## src/rtl/score_disp_pkg.sv

```systemverilog
// Shared types, segment patterns and sizing helpers for the score display driver.
package score_disp_pkg;

   typedef enum logic [1:0] {
      IDLE   = 2'd0,
      SHIFT  = 2'd1,
      ENCODE = 2'd2
   } state_t;

   // Bit order per digit: g,f,e,d,c,b,a (bit6..bit0), active-high.
   localparam logic [6:0] SEG_DIGIT [0:9] = '{
      7'b0111111, 7'b0000110, 7'b1011011, 7'b1001111, 7'b1100110,
      7'b1101101, 7'b1111101, 7'b0000111, 7'b1111111, 7'b1100111
   };

   localparam logic [6:0] SEG_BLANK = 7'b0000000;

   function automatic logic [63:0] pow10(input int n);
      logic [63:0] p;
      p = 64'd1;
      for (int i = 0; i < n; i++) p = p * 64'd10;
      return p;
   endfunction

   // ceil(bin_w * log10(2)); the product is never an exact integer for bin_w >= 1.
   function automatic int bcd_digits(input int bin_w);
      return (bin_w * 30103 + 99999) / 100000;
   endfunction

endpackage

```

## src/rtl/seg7_digit_enc.sv

```systemverilog
// One BCD nibble to a seven-segment pattern; non-decimal nibbles and blanked digits go dark.
module seg7_digit_enc
   import score_disp_pkg::*;
(
   input  logic [3:0] nibble,
   input  logic       blank,
   output logic [6:0] seg
);

   always_comb begin
      seg = SEG_BLANK;
      if (!blank && nibble <= 4'd9) seg = SEG_DIGIT[nibble];
   end

endmodule

```

## src/rtl/score_bcd_display.sv

```systemverilog
// Serial double-dabble score converter feeding NUM_DIGITS seven-segment digits,
// with leading-zero blanking and all-nines saturation on overflow.
module score_bcd_display
   import score_disp_pkg::*;
#(
   parameter int BIN_W      = 16,
   parameter int NUM_DIGITS = 5,
   parameter int BLANK_LZ   = 1
) (
   input  logic                    clk,
   input  logic                    nrst,
   input  logic                    load,
   input  logic [BIN_W-1:0]        value,
   output logic                    busy,
   output logic                    done,
   output logic                    ovf,
   output logic [7*NUM_DIGITS-1:0] segs
);

   localparam int          NDI_RAW = bcd_digits(BIN_W);
   localparam int          NDI     = (NDI_RAW > NUM_DIGITS) ? NDI_RAW : NUM_DIGITS;
   localparam int          BCD_W   = 4 * NDI;
   localparam int          CNT_W   = $clog2(BIN_W + 1);
   localparam logic [63:0] MAXV    = pow10(NUM_DIGITS) - 64'd1;

   function automatic logic exceeds_max(input logic [BIN_W-1:0] v);
      return {{(64-BIN_W){1'b0}}, v} > MAXV;
   endfunction

   // Saturated display forces every digit to 9.
   function automatic logic [3:0] sat_nibble(input logic [3:0] nib, input logic sat);
      return sat ? 4'd9 : nib;
   endfunction

   state_t             state;
   logic [CNT_W-1:0]   cnt;
   logic [BIN_W-1:0]   shreg;
   logic [BCD_W-1:0]   bcd;
   logic               ovf_lat;

   logic [BCD_W-1:0]       bcd_adj;
   logic [BCD_W+BIN_W-1:0] cat_sh;
   logic [BCD_W-1:0]       bcd_next;
   logic [BIN_W-1:0]       sh_next;

   // Add-3 correction on every nibble, then one combined left shift.
   always_comb begin
      bcd_adj = bcd;
      for (int k = 0; k < NDI; k++) begin
         if (bcd[4*k +: 4] >= 4'd5) bcd_adj[4*k +: 4] = bcd[4*k +: 4] + 4'd3;
      end
      cat_sh   = {bcd_adj, shreg} << 1;
      bcd_next = cat_sh[BIN_W +: BCD_W];
      sh_next  = cat_sh[BIN_W-1:0];
   end

   logic [NUM_DIGITS-1:0]   blank;
   logic [3:0]              enc_nib [NUM_DIGITS];
   logic [7*NUM_DIGITS-1:0] enc_seg;

   always_comb begin
      logic zero_above;
      zero_above = 1'b1;
      blank      = '0;
      for (int k = NUM_DIGITS - 1; k >= 1; k--) begin
         blank[k]   = (BLANK_LZ != 0) && !ovf_lat && zero_above && (bcd[4*k +: 4] == 4'd0);
         zero_above = zero_above && (bcd[4*k +: 4] == 4'd0);
      end
      for (int k = 0; k < NUM_DIGITS; k++) enc_nib[k] = sat_nibble(bcd[4*k +: 4], ovf_lat);
   end

   for (genvar g = 0; g < NUM_DIGITS; g++) begin : g_digit
      seg7_digit_enc u_enc (
         .nibble (enc_nib[g]),
         .blank  (blank[g]),
         .seg    (enc_seg[7*g +: 7])
      );
   end

   // The done cycle is spent in IDLE, so a load there is held off until the next cycle.
   always_ff @(posedge clk) begin
      if (!nrst) begin
         state   <= IDLE;
         cnt     <= '0;
         shreg   <= '0;
         bcd     <= '0;
         ovf_lat <= 1'b0;
         busy    <= 1'b0;
         done    <= 1'b0;
         ovf     <= 1'b0;
         segs    <= '0;
      end else begin
         done <= 1'b0;
         case (state)
            IDLE: begin
               if (load && !done) begin
                  shreg   <= value;
                  bcd     <= '0;
                  ovf_lat <= exceeds_max(value);
                  cnt     <= CNT_W'(BIN_W);
                  busy    <= 1'b1;
                  state   <= SHIFT;
               end
            end
            SHIFT: begin
               bcd   <= bcd_next;
               shreg <= sh_next;
               cnt   <= cnt - CNT_W'(1);
               if (cnt == CNT_W'(1)) state <= ENCODE;
            end
            ENCODE: begin
               segs  <= enc_seg;
               ovf   <= ovf_lat;
               done  <= 1'b1;
               busy  <= 1'b0;
               state <= IDLE;
            end
            default: state <= IDLE;
         endcase
      end
   end

endmodule
```

## config.mk

```make
export PLATFORM = sky130hd
export DESIGN_NAME = score_bcd_display
export DESIGN_NICKNAME = d
export VERILOG_FILES = /design/src/rtl/score_disp_pkg.sv /design/src/rtl/seg7_digit_enc.sv /design/src/rtl/score_bcd_display.sv
export SDC_FILE = /design/constraint.sdc
export NUM_CORES = 1
export LEC_CHECK = 0
export ABC_AREA = 0
export BUFFER_PORTS_ARGS = -buffer_cell sky130_fd_sc_hd__buf_2
export CAP_MARGIN = 20
export CORE_UTILIZATION = 35
export DETAILED_ROUTE_END_ITERATION = 12
export SLEW_MARGIN = 0
export SYNTH_ARGS = -nofsm -noshare
export SYNTH_HDL_FRONTEND = slang
export SYNTH_HIERARCHICAL = 1
export SYNTH_SLANG_ARGS = --single-unit
```

## constraint.sdc

```tcl
create_clock -name clk -period 2.65 [get_ports clk]
set_input_delay 0.1325 -clock clk [delete_from_list [all_inputs] [get_ports clk]]
set_output_delay 0.1325 -clock clk [all_outputs]
set_load 0.03 [all_outputs]
```

After elaboration in Yosys (flattened, before gate mapping)

Memory sizes are Yosys's and may differ from the RTL's.
Index checks and enable logic that the tools add are counted.
W data, S select, Z words.

Logic and storage cells: 98
Memories kept: 5
ROM bits: 560
Input bits: 19
Output and inout bits: 38
Flip-flop bits (word level): 80

Memory list:

| memory          | depth | width | rd ports | clocked after memory_dff | wr ports | RTL line             | RTL |
|---|---|---|---|---|---|---|---|
| (no name shown) | 16    | 7     | 1        | 0                        | 0        | seg7_digit_enc.sv:12 | `if (!blank && nibble <= 4'd9) seg = SEG_DIGIT[nibble];` |
| (no name shown) | 16    | 7     | 1        | 0                        | 0        | seg7_digit_enc.sv:12 |  |
| (no name shown) | 16    | 7     | 1        | 0                        | 0        | seg7_digit_enc.sv:12 |  |
| (no name shown) | 16    | 7     | 1        | 0                        | 0        | seg7_digit_enc.sv:12 |  |
| (no name shown) | 16    | 7     | 1        | 0                        | 0        | seg7_digit_enc.sv:12 |  |

$add $sub $neg: 6
Reduce and logical (&&, ||, !) cells: 23
Magnitude comparators: 15
Equal/unequal tests: 5
Muxes and demuxes: 32
Bitwise logic cells: 5

Operators with widths:

| cell                  | number |
|---|---|
| $mux W7               | 15 |
| $pmux W20 S2          | 1 |
| $pmux W16 S2          | 1 |
| $ge A5 B5 Y1 const B  | 5 |
| $not A4 Y5            | 5 |
| $ge A4 B3 Y1 const B  | 5 |
| $le A4 B4 Y1 const B  | 5 |
| $mux W20              | 1 |
| $add A4 B2 Y4 const B | 4 |
| $logic_not A4 Y1      | 4 |
| $mux W16              | 1 |
| $mux W4               | 4 |
| $pmux W5 S2           | 1 |
| $logic_and A1 B1 Y1   | 8 |
| $reduce_and A2 Y1     | 3 |
| $eq A5 B1 Y1 const B  | 1 |
| $logic_not A1 Y1      | 5 |
| $mux W5               | 1 |
| $sub A5 B1 Y5 const B | 1 |
| $mux W2               | 2 |
| $ne A2 B2 Y1 const B  | 2 |
| $pmux W2 S2           | 1 |
| $reduce_bool A2 Y1    | 2 |
| $add A3 B2 Y3 const B | 1 |
| other kinds (6)       | 7 |

Depth between registers and ports, before layout

Gate-level depths: netlist of the first run.

Word-level depth: 7
Depth in mapped cells: 10
Depth with buffers taken out: 10

Modules after synthesis

The synthesis of the first run kept the hierarchy.

By module, submodules not included:

| module                                 | seq. area each (sq um) | cells each | times used | area an instance (sq um) |
|---|---|---|---|---|
| score_bcd_display                      | 1601.5                 | 415        | 1          | 3454.6 |
| seg7_digit_enc at g_digit[0].u_enc ... | 0.0                    | 31         | 2          | 234.0 |
| seg7_digit_enc at g_digit[3].u_enc ... | 0.0                    | 28         | 2          | 196.4 |
| seg7_digit_enc at g_digit[1].u_enc     | 0.0                    | 30         | 1          | 256.5 |

Worst setup path before layout of the first run

OpenSTA, ideal clock, no wires.

Path kind: register -> register
Start point: register bcd[16]
End point: register segs[10]
Stages on the path, launching flop included: 11
Required time: 2.580 ns
Library setup time: 0.070 ns
Data arrival time: 2.211 ns
Period minus slack after synthesis: 2.281 ns
Path buffers: 0
Path slack: 0.369 ns
Path through: dfxtp_1 -> inv_1 -> ha_1 -> nor3b_1 -> and3_1 -> and3_1 -> and3_1 -> or4_1 -> o41ai_1 -> nand2_1 -> a21oi_1

Word-level cells in the longest chain between the ends: 7

Ends and longest elaborated chain:

| item                   | RTL line                 | RTL |
|---|---|---|
| start, declared        | score_bcd_display.sv:38  | `logic [BCD_W-1:0] bcd;` |
| start signal, assigned | score_bcd_display.sv:106 | `bcd <= bcd_next;` |
| $logic_not A4 Y1       | --                       |  |
| named net blank[4]     | score_bcd_display.sv:57  | `logic [NUM_DIGITS-1:0] blank;` |
| $logic_and A1 B1 Y1    | score_bcd_display.sv:67  | `zero_above = zero_above && (bcd[4*k +: 4] == 4'd0);` |
| named net blank[3]     | score_bcd_display.sv:57  |  |
| $logic_and A1 B1 Y1    | score_bcd_display.sv:67  |  |
| named net blank[2]     | score_bcd_display.sv:57  |  |
| $logic_and A1 B1 Y1    | score_bcd_display.sv:66  | `blank[k] = (BLANK_LZ != 0) && !ovf_lat && zero_above && (bcd[4*k +: 4] == 4'd0);` |
| named net blank[1]     | score_bcd_display.sv:57  |  |
| $logic_not A1 Y1       | seg7_digit_enc.sv:12     |  |
| $logic_and A1 B1 Y1    | seg7_digit_enc.sv:12     |  |
| $mux W7                | seg7_digit_enc.sv:12     |  |
| named net enc_seg[10]  | score_bcd_display.sv:59  | `logic [7*NUM_DIGITS-1:0] enc_seg;` |
| end signal, assigned   | score_bcd_display.sv:112 | `segs <= enc_seg;` |
| end, declared          | score_bcd_display.sv:17  | `output logic [7*NUM_DIGITS-1:0] segs` |

The timed path passes the listed nets, and every way through them passes these cells.
A chain may end at the register's enable or synchronous reset.

Final worst setup path of the first run

Start point: register bcd[17]
End point: register segs[10]

Same word-level chain as after synthesis.

==> summary.json, run 1 <==
{
  "chipWidth_um": 116.3,
  "drc_errors": 0,
  "timing.final.setup_violations": 0,
  "final_nets": 669,
  "fillCellCount": 1303,
  "initial_core_utilization": 0.3608,
  "worstSetupPathType": "reg -> reg",
  "final.setup.tns_ns": 0,
  "antenna_found_initial": 0,
  "synth_area_per_cell_sq_um": 8.121,
  "starting_drt_drc_count": 236,
  "final_common_cell": "nand2_1",
  "place_hpwl_um": 6860,
  "portion_of_the_clock_cycle_consumed_by_the_worst_path_in_the_final_layout": 0.9177,
  "instance_count_of_the_mapped_netlist": 563,
  "power.internal_mw": 2.103,
  "netSwitchingPower_uw": 630.7,
  "share_seq_of_total_power": 0.461,
  "layout-drive-gt1-share": 0.1634,
  "fp.dieArea_sq_um": 13520,
  "globalplace.congestion": 0.8345,
  "total_power_mw": 2.734,
  "wl_um": 10140,
  "ys_ff_latch": 80,
  "synth_flop_cell": "dfxtp_1",
  "detailed_place.area_sq_um": 4925,
  "total_of_buffers_placed_on_input_and_output_ports": 55,
  "worst_slew_margin_rel": 0.5420,
  "detail-route-antenna-nets": 0,
  "seq_area_frac_synth": 0.3503,
  "number_of_synthesized_flops_with_an_enable_pin": 0,
  "clockBufferDepth": 2,
  "num_io_pins": 57,
  "drv_slew": 0,
  "die_extent_in_y_um": 116.3,
  "synth_cell_type_count": 57,
  "tritoncts_clock_tree": "done",
  "holdCritPathClass": "in -> reg",
  "most-common-layout-cells": "102 x nand2_1, 84 x a21oi_1, 79 x dfxtp_1, 55 x buf_2, 42 x ha_1",
  "cts_setup_buffers": 0,
  "power.static_leakage_nw": 2.052,
  "antenna_diode_count": 0,
  "max_slew.worst_pin.slew_ns": 0.6870,
  "core_region_area_sq_um": 12670,
  "endpoint_kind": "flop",
  "layout-area-overhead-vs-synth_pct": 14.59,
  "clk_root_buffer_cell": "clkbuf_16",
  "ctsHtreeMaxLevel": 3,
  "stdcell_area_sq_um": 5239,
  "asyncSetResetFlopFracSynth": 0,
  "fin_skew_ns": 0.006819,
  "cts.sinks": 80,
  "required_ns": 2.93,
  "num_rows": 41,
  "number_of_global_route_vias_before_repair": 3791,
  "power_density_nw_per_um2": 521.8,
  "synthesis.area_sq_um": 4572,
  "numCtsBuffers": 9,
  "max_cap_violations": 0,
  "largest_net_degree_at_the_start_of_global_routing": 36,
  "irDropWorstVdd_v": 0.0002504,
  "critical_path.startpoint_type": "flop",
  "detail_route.first_pass.iterations": 4,
  "p_sw_frac": 0.2307,
  "grt_setup_unrepaired": "false",
  "globalRoute.totalOverflow": 0,
  "finalCoreUtilization": 0.4134,
  "p_comb_frac": 0.074,
  "preCtsSetupSlack_ns": 0.1399,
  "outcome": "complete, no violations",
  "grt_first_pass_wirelength_um": 17430,
  "setup_slack_ns": 0.2180,
  "finalHoldViolations": 0,
  "achievable-frequency_mhz": 411.2,
  "clock_slew_seen_by_the_registers_of_the_worst_setup_and_hold_paths_ns": 0.06,
  "worstSkewPairLatency_ns": 0.34,
  "routedWlPerCell_um": 12.93,
  "synth_warnings": 6,
  "critical_path_peak_fanout": 6,
  "clockPowerShare": 0.465,
  "post_drt_via_cell_ratio": 5.026,
  "detailroute.via_count": 3940,
  "groute.usage.overall": 0.1625,
  "finalCriticalPeriod_ns": 2.432,
  "critical_path_arrival_ns": 2.71
}
## routing by layer
metal | global-route usage | share of wire | vias up
li1 | - | - | 2027
met1 | 0.1944 | 0.47 | 1822
met2 | 0.2809 | 0.48 | 83
met3 | 0.04722 | 0.044 | 8
met4 | 0.04786 | 0.0084 | 0
met5 | 0 | 0 | -
## synthesized netlist by cell type, types with 5 or more instances
library cell,n,area [sq um]
nand2_1,102,382.9
a21oi_1,84,420.4
dfxtp_1,80,1602
ha_1,42,525.5
inv_1,28,105.1
nor2_1,26,97.59
buf_2,16,80.08
a22oi_1,15,112.6
nand2b_1,13,81.33
buf_6,10,112.6
nor3_1,10,50.05
nand3_1,9,45.04
o21ai_0,9,45.04
nor2b_1,8,50.05
a31oi_1,7,43.79
nand4_1,7,43.79
o21ai_1,7,35.03
o211ai_1,6,45.04
o31ai_1,6,45.04
xnor2_1,5,43.79
## logic make-up (layout without fill, tap and decap cells)
group / Yosys count / after routing / share of synthesized area
flops: 80 / 80 / 0.3503
simple gates: 202 / 202 / 0.2137
fa+ha+maj: 42 / 42 / 0.1149
mux: 2 / 2 / 0.004926
other cells: 1 / 4 / 0.0008202
compound gates: 161 / 161 / 0.2214
buf+inv: 66 / 112 / 0.07663
xor+xnor: 9 / 9 / 0.01724
## power by group through the flow
stage          Combinational (mW)  Clock [mW]  Sequential [mW]
6_report                    0.202        1.27             1.26
3_3_place_gp                0.199           0             1.28
4_1_cts                     0.204        1.31             1.26
3_5_place_dp                0.204           0             1.28
2_1_floorplan               0.159           0             1.28
5_1_grt                     0.230        1.36             1.26
## critical path, cell delays in order, from the launching register on
cell	delay [ns]
dfxtp_2	0.37
inv_1	0.08
ha_1	0.22
nor3b_2	0.19
and3_1	0.25
and3_1	0.25
and3_1	0.22
or4_1	0.50
o41ai_1	0.08
nand2_1	0.08
a21oi_1	0.12
## flip-flops by register name, indices dropped and copies added, names as in the netlist
signal	count
bcd	20
done	1
shreg	16
cnt	5
segs	35
busy	1
state	2
## through the flow
step | instances | hold WS, ns
after detailed placement | 769 | 0.3859
after CTS | 784 | 0.01707
final | 784 | 0.03121
after global placement | 769 | 0.3862
after global routing | 784 | 0.03401
after floorplan | 566 | 0.2685
## final timing paths
path / startpoint / endpoint / slack [ns] / depth (start not counted)
min reg2reg: segs[5] / segs[5] / 0.45 / 2
min: value[0] / shreg[0] / 0.03 / 3
max: bcd[17] / segs[10] / 0.22 / 10
max reg2reg: bcd[17] / segs[10] / 0.22 / 10
## area by class of cell
class | count | area, sq um | share of cell area
multi-input combinational | 420 | 2639 | 0.5037
sequential | 80 | 1603 | 0.3059
timing repair buffer | 66 | 357.8 | 0.06831
tap | 172 | 215.2 | 0.04108
inverter | 31 | 116.4 | 0.02221
clock inverter | 2 | 37.54 | 0.007165
clock buffer | 13 | 270.3 | 0.05159
## what timing repair did
| action | 4_1_cts | 5_1_grt |
|---|---|---|
| endpoints found under the setup margin | 0 | 3 |
| gates resized for setup | 0 | 2 |
| hold buffers | 0 | 0 |
No activity file was read; power rests on OpenSTA's default activity.
==> inputs of run 2 (changes only) <==
==> constraint.sdc (replaced) <==
create_clock -name clk -period 2.7 [get_ports clk]
set_input_delay 0.135 -clock clk [delete_from_list [all_inputs] [get_ports clk]]
set_output_delay 0.135 -clock clk [all_outputs]
set_load 0.03 [all_outputs]
==> run 2 against run 1 <==
Sequential cell count is the same. Clock skew shrank 0.0022 ns. Global-route usage is essentially flat. Final cell count shrank 0.13%. Largest power group unchanged. Highest routed layer unchanged.
==> summary.json, run 2 (same netlist as run 1, synthesis figures left out) <==
{
  "preCtsSetupSlack": {"value": 0.1435, "unit": "ns", "change": "+0.003615 ns"},
  "largest_register_ffs": {"value": 35, "change": "unchanged"},
  "clockBufferDepth": {"value": 2, "change": "unchanged"},
  "grt_setup_unrepaired": "false",
  "cts.sinks": {"value": 80, "change": "unchanged"},
  "detail_route.first_pass.iterations": {"value": 6, "change": "+2"},
  "ctsHtreeMaxLevel": {"value": 3, "change": "unchanged"},
  "worst_r2r_startpoint": "bcd[17]",
  "tritoncts_clock_tree": "done",
  "worstHoldEndpoint": "shreg[0]",
  "finalCriticalPeriod": {"value": 2.509, "unit": "ns", "change": "+0.07745 ns"},
  "drc_errors": {"value": 0, "change": "unchanged"},
  "detailed_place.area": {"value": 4910, "unit": "sq um", "change": "-0.30%"},
  "endpoint_kind": "flop",
  "r2r_setup_slack": {"value": 0.19, "unit": "ns", "change": "-0.03 ns"},
  "power_density": {"value": 558.2, "unit": "nW/um^2", "change": "+7.0%"},
  "starting_drt_drc_count": {"value": 233, "change": "-1.3%"},
  "holdCritPathClass": "in -> reg",
  "num_io_pins": {"value": 57, "change": "unchanged"},
  "most-common-layout-cells": "102 x nand2_1, 84 x a21oi_1, 79 x dfxtp_1, 55 x buf_2, 42 x ha_1",
  "drv_slew": {"value": 0, "change": "unchanged"},
  "final_nets": {"value": 667, "change": "-0.30%"},
  "globalRoute.totalOverflow": {"value": 0, "change": "unchanged"},
  "worstSetupPathType": "reg -> reg",
  "outcome": "complete, no violations",
  "wl_met3": {"value": 400, "unit": "um", "change": "-11%"},
  "layout-area-overhead-vs-synth_pct": 15.49,
  "groute.usage.overall": {"value": 0.1622, "change": "-0.0003346"},
  "top_register_by_number_of_flip_flops": "segs",
  "worst_slew_margin_rel": {"value": 0.5751, "change": "+0.03317"},
  "power.static_leakage": {"value": 2.073, "unit": "nW", "change": "+1.0%"},
  "core_region_area": {"value": 12670, "unit": "sq um", "change": "unchanged"},
  "critical_path_arrival": {"value": 2.78, "unit": "ns", "change": "+0.07 ns"},
  "die_extent_in_y": {"value": 116.3, "unit": "um", "change": "unchanged"},
  "routedWlPerCell": {"value": 13.01, "unit": "um", "change": "+0.61%"},
  "final_common_cell": "nand2_1",
  "fin_skew": {"value": 0.004615, "unit": "ns", "change": "-0.002205 ns"},
  "timing.critical_path.cells": "inv_1, ha_1, nor3b_1, and3_1, and3_1, and3_1, or4_1, o41ai_1, nand2_1, a21oi_1",
  "chipWidth": {"value": 116.3, "unit": "um", "change": "unchanged"},
  "max_slew.worst_pin.slew": {"value": 0.6358, "unit": "ns", "change": "-0.05126 ns"},
  "highest-signal-layer": "met4",
  "irDropWorstVdd": {"value": 0.0003063, "unit": "V", "change": "+22%"},
  "worst_path_max_delay_cell": "or4_1",
  "achievable-frequency": {"value": 398.5, "unit": "MHz", "change": "-3.1%"},
  "highest_cell_delay_on_the_worst_timing_path": {"value": 0.51, "unit": "ns", "change": "about the same"},
  "min-delay-start": "value[0]",
  "clk_root_buffer_cell": "clkbuf_16",
  "antenna_found_initial": {"value": 0, "change": "unchanged"},
  "post_drt_via_cell_ratio": {"value": 5.088, "change": "+1.2%"},
  "numCtsBuffers": {"value": 9, "change": "unchanged"},
  "cts_hold_buffers": {"value": 0, "change": "unchanged"},
  "critical_path_peak_fanout": {"value": 6, "change": "unchanged"},
  "top_regs": "segs x35, bcd x20, shreg x16",
  "detail-route-antenna-nets": {"value": 0, "change": "unchanged"},
  "stdcell_area": {"value": 5280, "unit": "sq um", "change": "+0.79%"},
  "initial_core_utilization": {"value": 0.3608, "change": "unchanged"},
  "grt_first_pass_wirelength": {"value": 17200, "unit": "um", "change": "-1.3%"},
  "portion_of_the_clock_cycle_consumed_by_the_worst_path_in_the_final_layout": {"value": 0.9294, "change": "+0.01169"},
  "place_hpwl": {"value": 6779, "unit": "um", "change": "-1.2%"},
  "required": {"value": 2.97, "unit": "ns", "change": "+0.04 ns"},
  "setup_slack": {"value": 0.1906, "unit": "ns", "change": "-0.02745 ns"},
  "crit_top_cell": "and3_1",
  "largest_net_degree_at_the_start_of_global_routing": {"value": 36, "change": "unchanged"},
  "total_of_buffers_placed_on_input_and_output_ports": {"value": 55, "change": "unchanged"},
  "worst_hold_path.num_cells": {"value": 3, "change": "unchanged"},
  "globalplace.congestion": {"value": 0.8223, "change": "-1.5%"},
  "detailroute.via_count": {"value": 3984, "change": "+1.1%"},
  "fillCellCount": {"value": 1318, "change": "+1.2%"},
  "detail_route.wirelength.met1": {"value": 4752, "unit": "um", "change": "-0.34%"},
  "clock_slew_seen_by_the_registers_of_the_worst_setup_and_hold_paths": {"value": 0.06, "unit": "ns", "change": "about the same"},
  "critical_path.startpoint_type": "flop",
  "met2WireLength": {"value": 4883, "unit": "um", "change": "+0.97%"},
  "r2r_end": "segs[10]",
  "worstSkewPairLatency": {"value": 0.34, "unit": "ns", "change": "about the same"},
  "wl": {"value": 10190, "unit": "um", "change": "+0.48%"},
  "finalHoldViolations": {"value": 0, "change": "unchanged"},
  "rr_worst_depth": {"value": 10, "change": "unchanged"},
  "antenna_diode_count": {"value": 0, "change": "unchanged"},
  "num_rows": {"value": 41, "change": "unchanged"},
  "final.setup.tns": {"value": 0, "unit": "ns", "change": "unchanged"},
  "layout-drive-gt1-share": {"value": 0.1620, "change": "-0.001369"},
  "fp.dieArea": {"value": 13520, "unit": "sq um", "change": "unchanged"},
  "timing.final.setup_violations": {"value": 0, "change": "unchanged"},
  "max_cap_violations": {"value": 0, "change": "unchanged"},
  "number_of_global_route_vias_before_repair": {"value": 3764, "change": "-0.71%"}
}
==> run 2: cell types whose count changed in the layout (fill, tap and decap cells not counted), moves of 2 or more <==
cell / previous run / this run
bufinv_16: 1 / 4
clkinv_2: 0 / 2
clkbuf_8: 3 / 1
buf_4: 11 / 9
==> run 2: metrics by stage <==
step | utilization | total power [mW] | cells | hold slack [ns]
2_1_floorplan | - | 1.416 | 566 | 0.2710
5_1_grt | 0.4167 | 3.067 | 783 | 0.04053
3_3_place_gp | 0.3875 | 1.455 | 767 | 0.3887
6_report | 0.4167 | 2.947 | 783 | 0.04352
4_1_cts | 0.4166 | 2.983 | 783 | 0.03435
3_5_place_dp | 0.3875 | 1.462 | 767 | 0.3959
==> run 2: layout make-up <==
type | instances | area [sq um] | area share
well taps | 172 | 215.2 | 0.04076
repair buffers | 64 | 342.8 | 0.06493
multi-input cells | 420 | 2634 | 0.4988
clock inverters | 6 | 130.1 | 0.02464
inverters | 31 | 116.4 | 0.02204
clock buffers | 10 | 239.0 | 0.04526
flip-flops and latches | 80 | 1603 | 0.3036
==> run 2: worst max-delay path: cells and delay by family, from the launching register on <==
family | cells | cell delay (ns)
flops | 1 | 0.41
compound gates | 2 | 0.21
simple gates | 6 | 1.49
buf+inv | 1 | 0.10
fa+ha+maj | 1 | 0.23
==> run 2: worst max-delay path by stage <==
stage          slack, ns     from       end  cells after the start
6_report            0.19  bcd[17]  segs[10]                     10
5_1_grt             0.02  bcd[17]   segs[7]                     10
4_1_cts             0.08  bcd[16]  segs[10]                     10
3_5_place_dp        0.14  bcd[16]  segs[10]                     10
3_3_place_gp        0.22  bcd[16]  segs[10]                     10
2_1_floorplan       0.42  bcd[16]  segs[10]                     10
==> run 2: per-layer routing <==
metal	track usage	vias up
li1	-	2019
met1	0.1967	1867
met2	0.2753	86
met3	0.03736	12
met4	0.06752	0
met5	0	-
==> run 2: where the power goes <==
part	leakage, nW	switching, mW	internal [mW]	total, mW
clock network	0.182	0.495	1.02	1.51
logic	1.24	0.133	0.0660	0.199
registers	0.649	0.0237	1.21	1.24
total	2.07	0.651	2.30	2.95
==> run 2: what timing repair did <==
item | 4_1_cts | 5_1_grt
resized for setup | 0 | 1
endpoints found under the setup margin | 0 | 2
setup buffers | 0 | 0
endpoints found under the hold margin | 0 | 0
==> inputs of run 3 (changes only) <==
--- a/config.mk
+++ b/config.mk
@@ -5,11 +5,12 @@
 export SDC_FILE = /design/constraint.sdc
 export NUM_CORES = 1
 export LEC_CHECK = 0
-export ABC_AREA = 0
+export ABC_AREA = 1
 export BUFFER_PORTS_ARGS = -buffer_cell sky130_fd_sc_hd__buf_2
 export CAP_MARGIN = 20
-export CORE_UTILIZATION = 35
+export CORE_UTILIZATION = 50
 export DETAILED_ROUTE_END_ITERATION = 12
+export PLACE_DENSITY = 0.7
 export SLEW_MARGIN = 0
 export SYNTH_ARGS = -nofsm -noshare
 export SYNTH_HDL_FRONTEND = slang
==> run 3 against run 2 <==
Utilization is 16 points higher. Clock power down 29%. Synthesized area is 3.0% higher. Non-clock buffer count shrank 4. Sequential cell count unchanged. Critical path depth shrank 3. Combinational power is 60% higher. Via count increased by 12%. First-iteration DRC count decreased by 16%. Final cell count increased by 10%. Clock-buffer cell count grew 2. Register-to-register slack better by 0.71 ns. Critical endpoint is now bcd[8].
==> summary.json, run 3 <==
{
  "outcome": "complete, no violations",
  "layout-area-overhead-vs-synth_pct": 12.08,
  "fp.dieArea": {"value": 9814, "unit": "sq um", "change": "-27%"},
  "final.setup.tns": {"value": 0, "unit": "ns", "change": "unchanged"},
  "detailroute.via_count": {"value": 4455, "change": "+12%"},
  "max_slew.worst_pin.slew": {"value": 0.6246, "unit": "ns", "change": "-0.01115 ns"},
  "min-delay-start": "value[0]",
  "largest_net_degree_at_the_start_of_global_routing": {"value": 45, "change": "+25%"},
  "worstSetupPathType": "reg -> reg",
  "fin_skew": {"value": 0.01033, "unit": "ns", "change": "+0.005712 ns"},
  "initial_core_utilization": {"value": 0.5122, "change": "+0.1514"},
  "clk_root_buffer_cell": "clkbuf_8",
  "endpoint_kind": "flop",
  "largest_register_ffs": {"value": 35, "change": "unchanged"},
  "ys_ff_latch": {"value": 80, "change": "unchanged"},
  "total_of_buffers_placed_on_input_and_output_ports": {"value": 55, "change": "unchanged"},
  "synth_warnings": {"value": 6, "change": "unchanged"},
  "worst_hold_slack": {"value": 0.006042, "unit": "ns", "change": "-0.03748 ns"},
  "cp_num_buf_inv": {"value": 2, "change": "+1"},
  "post_drt_via_cell_ratio": {"value": 5.168, "change": "+1.6%"},
  "most-common-layout-cells": "159 x nor2_1, 108 x nand2_1, 80 x dfxtp_1, 68 x nand3_1, 63 x inv_1",
  "chipWidth": {"value": 99.07, "unit": "um", "change": "-15%"},
  "cts_setup_buffers": {"value": 0, "change": "unchanged"},
  "achievable-frequency": {"value": 555.8, "unit": "MHz", "change": "+39%"},
  "worst_slew_margin_rel": {"value": 0.5830, "change": "+0.007833"},
  "final-instance-count-excl-fill": {"value": 862, "change": "+10%"},
  "finalHoldViolations": {"value": 0, "change": "unchanged"},
  "r2r_setup_slack": {"value": 0.90, "unit": "ns", "change": "+0.71 ns"},
  "instance_count_of_the_mapped_netlist": {"value": 702, "change": "+25%"},
  "synth.most_common_cell": "nor2_1",
  "die_extent_in_y": {"value": 99.07, "unit": "um", "change": "-15%"},
  "seq_area": {"value": 1602, "unit": "sq um", "change": "about the same"},
  "required": {"value": 2.99, "unit": "ns", "change": "+0.02 ns"},
  "detail_route.first_pass.iterations": {"value": 4, "change": "-2"},
  "critical_path.startpoint_type": "flop",
  "routedWlPerCell": {"value": 11.89, "unit": "um", "change": "-8.6%"},
  "crit_top_cell": "nor2_1",
  "synth_common_cells": "159 x nor2_1, 108 x nand2_1, 80 x dfxtp_1, 68 x nand3_1, 63 x inv_1",
  "yosysTopAreaCell": "dfxtp_1",
  "top_register_by_number_of_flip_flops": "segs",
  "place_hpwl": {"value": 6877, "unit": "um", "change": "+1.4%"},
  "highest_cell_delay_on_the_worst_timing_path": {"value": 0.50, "unit": "ns", "change": "about the same"},
  "rr_worst_depth": {"value": 7, "change": "-3"},
  "synth_top_area_share": {"value": 0.3400, "change": "-0.01033"},
  "antenna_diode_count": {"value": 0, "change": "unchanged"},
  "final_nets": {"value": 808, "change": "+21%"},
  "worstHoldEndpoint": "shreg[0]",
  "worst_r2r_startpoint": "state[1]",
  "top_regs": "segs x35, bcd x20, shreg x16",
  "starting_drt_drc_count": {"value": 195, "change": "-16%"},
  "post_cts_resized": {"value": 0, "change": "unchanged"},
  "layout-drive-gt1-share": {"value": 0.1425, "change": "-0.01955"},
  "timing.critical_path.cells": "inv_2, nand2_2, inv_2, nand3_1, nor2_1, nor2_1, nor2_1",
  "grt_first_pass_wirelength": {"value": 17730, "unit": "um", "change": "+3.1%"},
  "synth.area.top_cells": "dfxtp_1 34%, nor2_1 13%, ha_1 11%",
  "synth_area_per_cell": {"value": 6.710, "unit": "sq um", "change": "-17%"},
  "worstSkewPairLatency": {"value": 0.35, "unit": "ns", "change": "about the same"},
  "detail-route-antenna-nets": {"value": 0, "change": "unchanged"},
  "clockBufferDepth": {"value": 2, "change": "unchanged"},
  "timing.final.setup_violations": {"value": 0, "change": "unchanged"},
  "final_common_cell": "nor2_1",
  "number_of_global_route_vias_before_repair": {"value": 4008, "change": "+6.5%"},
  "finalCriticalPeriod": {"value": 1.799, "unit": "ns", "change": "-0.7102 ns"},
  "clock_slew_seen_by_the_registers_of_the_worst_setup_and_hold_paths": {"value": 0.08, "unit": "ns", "change": "+0.02 ns"},
  "worst_path_max_delay_cell": "inv_2",
  "r2r_end": "bcd[8]",
  "holdCritPathClass": "in -> reg",
  "cts.sinks": {"value": 80, "change": "unchanged"},
  "ctsHtreeMaxLevel": {"value": 3, "change": "unchanged"},
  "synth_flop_cell": "dfxtp_1",
  "fillCellCount": {"value": 891, "change": "-32%"},
  "groute.usage.overall": {"value": 0.2193, "change": "+0.05713"},
  "globalRoute.totalOverflow": {"value": 0, "change": "unchanged"},
  "cts_hold_buffers": {"value": 0, "change": "unchanged"},
  "worst_hold_path.num_cells": {"value": 3, "change": "unchanged"},
  "antenna_found_initial": {"value": 0, "change": "unchanged"},
  "timing.critical_path.max_delay_family": "buffers and inverters",
  "critical_path_peak_fanout": {"value": 33, "change": "+27"},
  "max_cap_violations": {"value": 0, "change": "unchanged"},
  "portion_of_the_clock_cycle_consumed_by_the_worst_path_in_the_final_layout": {"value": 0.6664, "change": "-0.2630"},
  "power_density": {"value": 502.8, "unit": "nW/um^2", "change": "-9.9%"},
  "synthesis.area": {"value": 4711, "unit": "sq um", "change": "+3.0%"},
  "multi_input_area": {"value": 2706, "unit": "sq um", "change": "+2.8%"},
  "numPlacedInstances": {"value": 847, "change": "+10%"},
  "number_of_synthesized_flops_with_an_enable_pin": {"value": 0, "change": "unchanged"},
  "num_rows": {"value": 35, "change": "-15%"},
  "irDropWorstVdd": {"value": 0.0003148, "unit": "V", "change": "+2.8%"},
  "numCtsBuffers": {"value": 9, "change": "unchanged"},
  "drv_slew": {"value": 0, "change": "unchanged"},
  "finalCoreUtilization": {"value": 0.5742, "change": "+0.1574"},
  "core_region_area": {"value": 9196, "unit": "sq um", "change": "-27%"},
  "grt_setup_unrepaired": "false",
  "power.static_leakage": {"value": 2.667, "unit": "nW", "change": "+29%"},
  "seq_area_frac_synth": {"value": 0.3400, "change": "-0.01033"},
  "wl": {"value": 10250, "unit": "um", "change": "+0.65%"},
  "tritoncts_clock_tree": "done",
  "critical_path_arrival": {"value": 2.08, "unit": "ns", "change": "-0.70 ns"},
  "num_io_pins": {"value": 57, "change": "unchanged"},
  "asyncSetResetFlopFracSynth": {"value": 0, "change": "unchanged"},
  "synth_cell_type_count": {"value": 31, "change": "-46%"},
  "globalplace.congestion": {"value": 0.8871, "change": "+7.9%"},
  "drc_errors": {"value": 0, "change": "unchanged"}
}
run 3: cell count changes after synthesis, sizes merged, moves of 13 or more:
cell    change
nand2b     -13
nand3      +60
nand4      +20
a21oi      -66
a22oi      -15
buf        -17
nor2      +136
o21ai      +35
inv        +45
run 3: tightest hold or removal path, stage by stage:
cell and delay [ns]:
buf_2 0.08, nand2_1 0.05, o21ai_0 0.06
run 3: logic make-up after synthesis:
kind of cell,share of synthesized area
xor+xnor,0.001860
fa+ha+maj,0.1116
compound gates,0.1020
simple gates,0.3575
buf+inv,0.08632
other cells,0.0007960
flops,0.3400
run 3: area by class of cell:
class,count,share of cell area
Timing Repair Buffer,60,0.05924
Clock inverter,3,0.01706
Tap cell,111,0.02630
Inverter,76,0.05403
Multi-Input combinational cell,520,0.5126
Clock buffer,12,0.02749
Sequential cell,80,0.3033
run 3: power by group:
group	switching (mW)	internal, mW	total, mW	leakage, nW
clock	0.437	0.636	1.07	0.117
sequential	0.0311	1.23	1.26	0.649
combinational	0.228	0.0893	0.318	1.90
run 3: worst max-delay path by stage:
| stage | slack [ns] | cells after the start | endpoint | startpoint |
|---|---|---|---|---|
| 4_1_cts | 0.89 | 7 | bcd[8] | state[1] |
| 5_1_grt | 0.67 | 13 | segs[8] | bcd[16] |
| 6_report | 0.90 | 7 | bcd[8] | state[1] |
| 3_5_place_dp | 0.92 | 7 | cnt[3] | state[1] |
| 3_3_place_gp | 0.98 | 7 | bcd[8] | state[1] |
| 2_1_floorplan | 1.17 | 13 | segs[10] | bcd[16] |
run 3: through the flow:
step                      power (mW)  setup slack [ns]  area [sq um]
after global placement         1.598            0.9756          5045
after CTS                      2.675            0.8932          5280
final                          2.655            0.9008          5280
after floorplan                1.524             1.172          4715
after detailed placement       1.608            0.9229          5045
after global routing           2.775            0.6694          5280
run 3: layer usage:
metal,GRT usage,vias to the layer above,share of wire
met3,0.03617,12,0.040
met2,0.3653,93,0.45
li1,-,2365,-
met1,0.2862,1985,0.49
met5,0,-,0
met4,0.08145,0,0.017
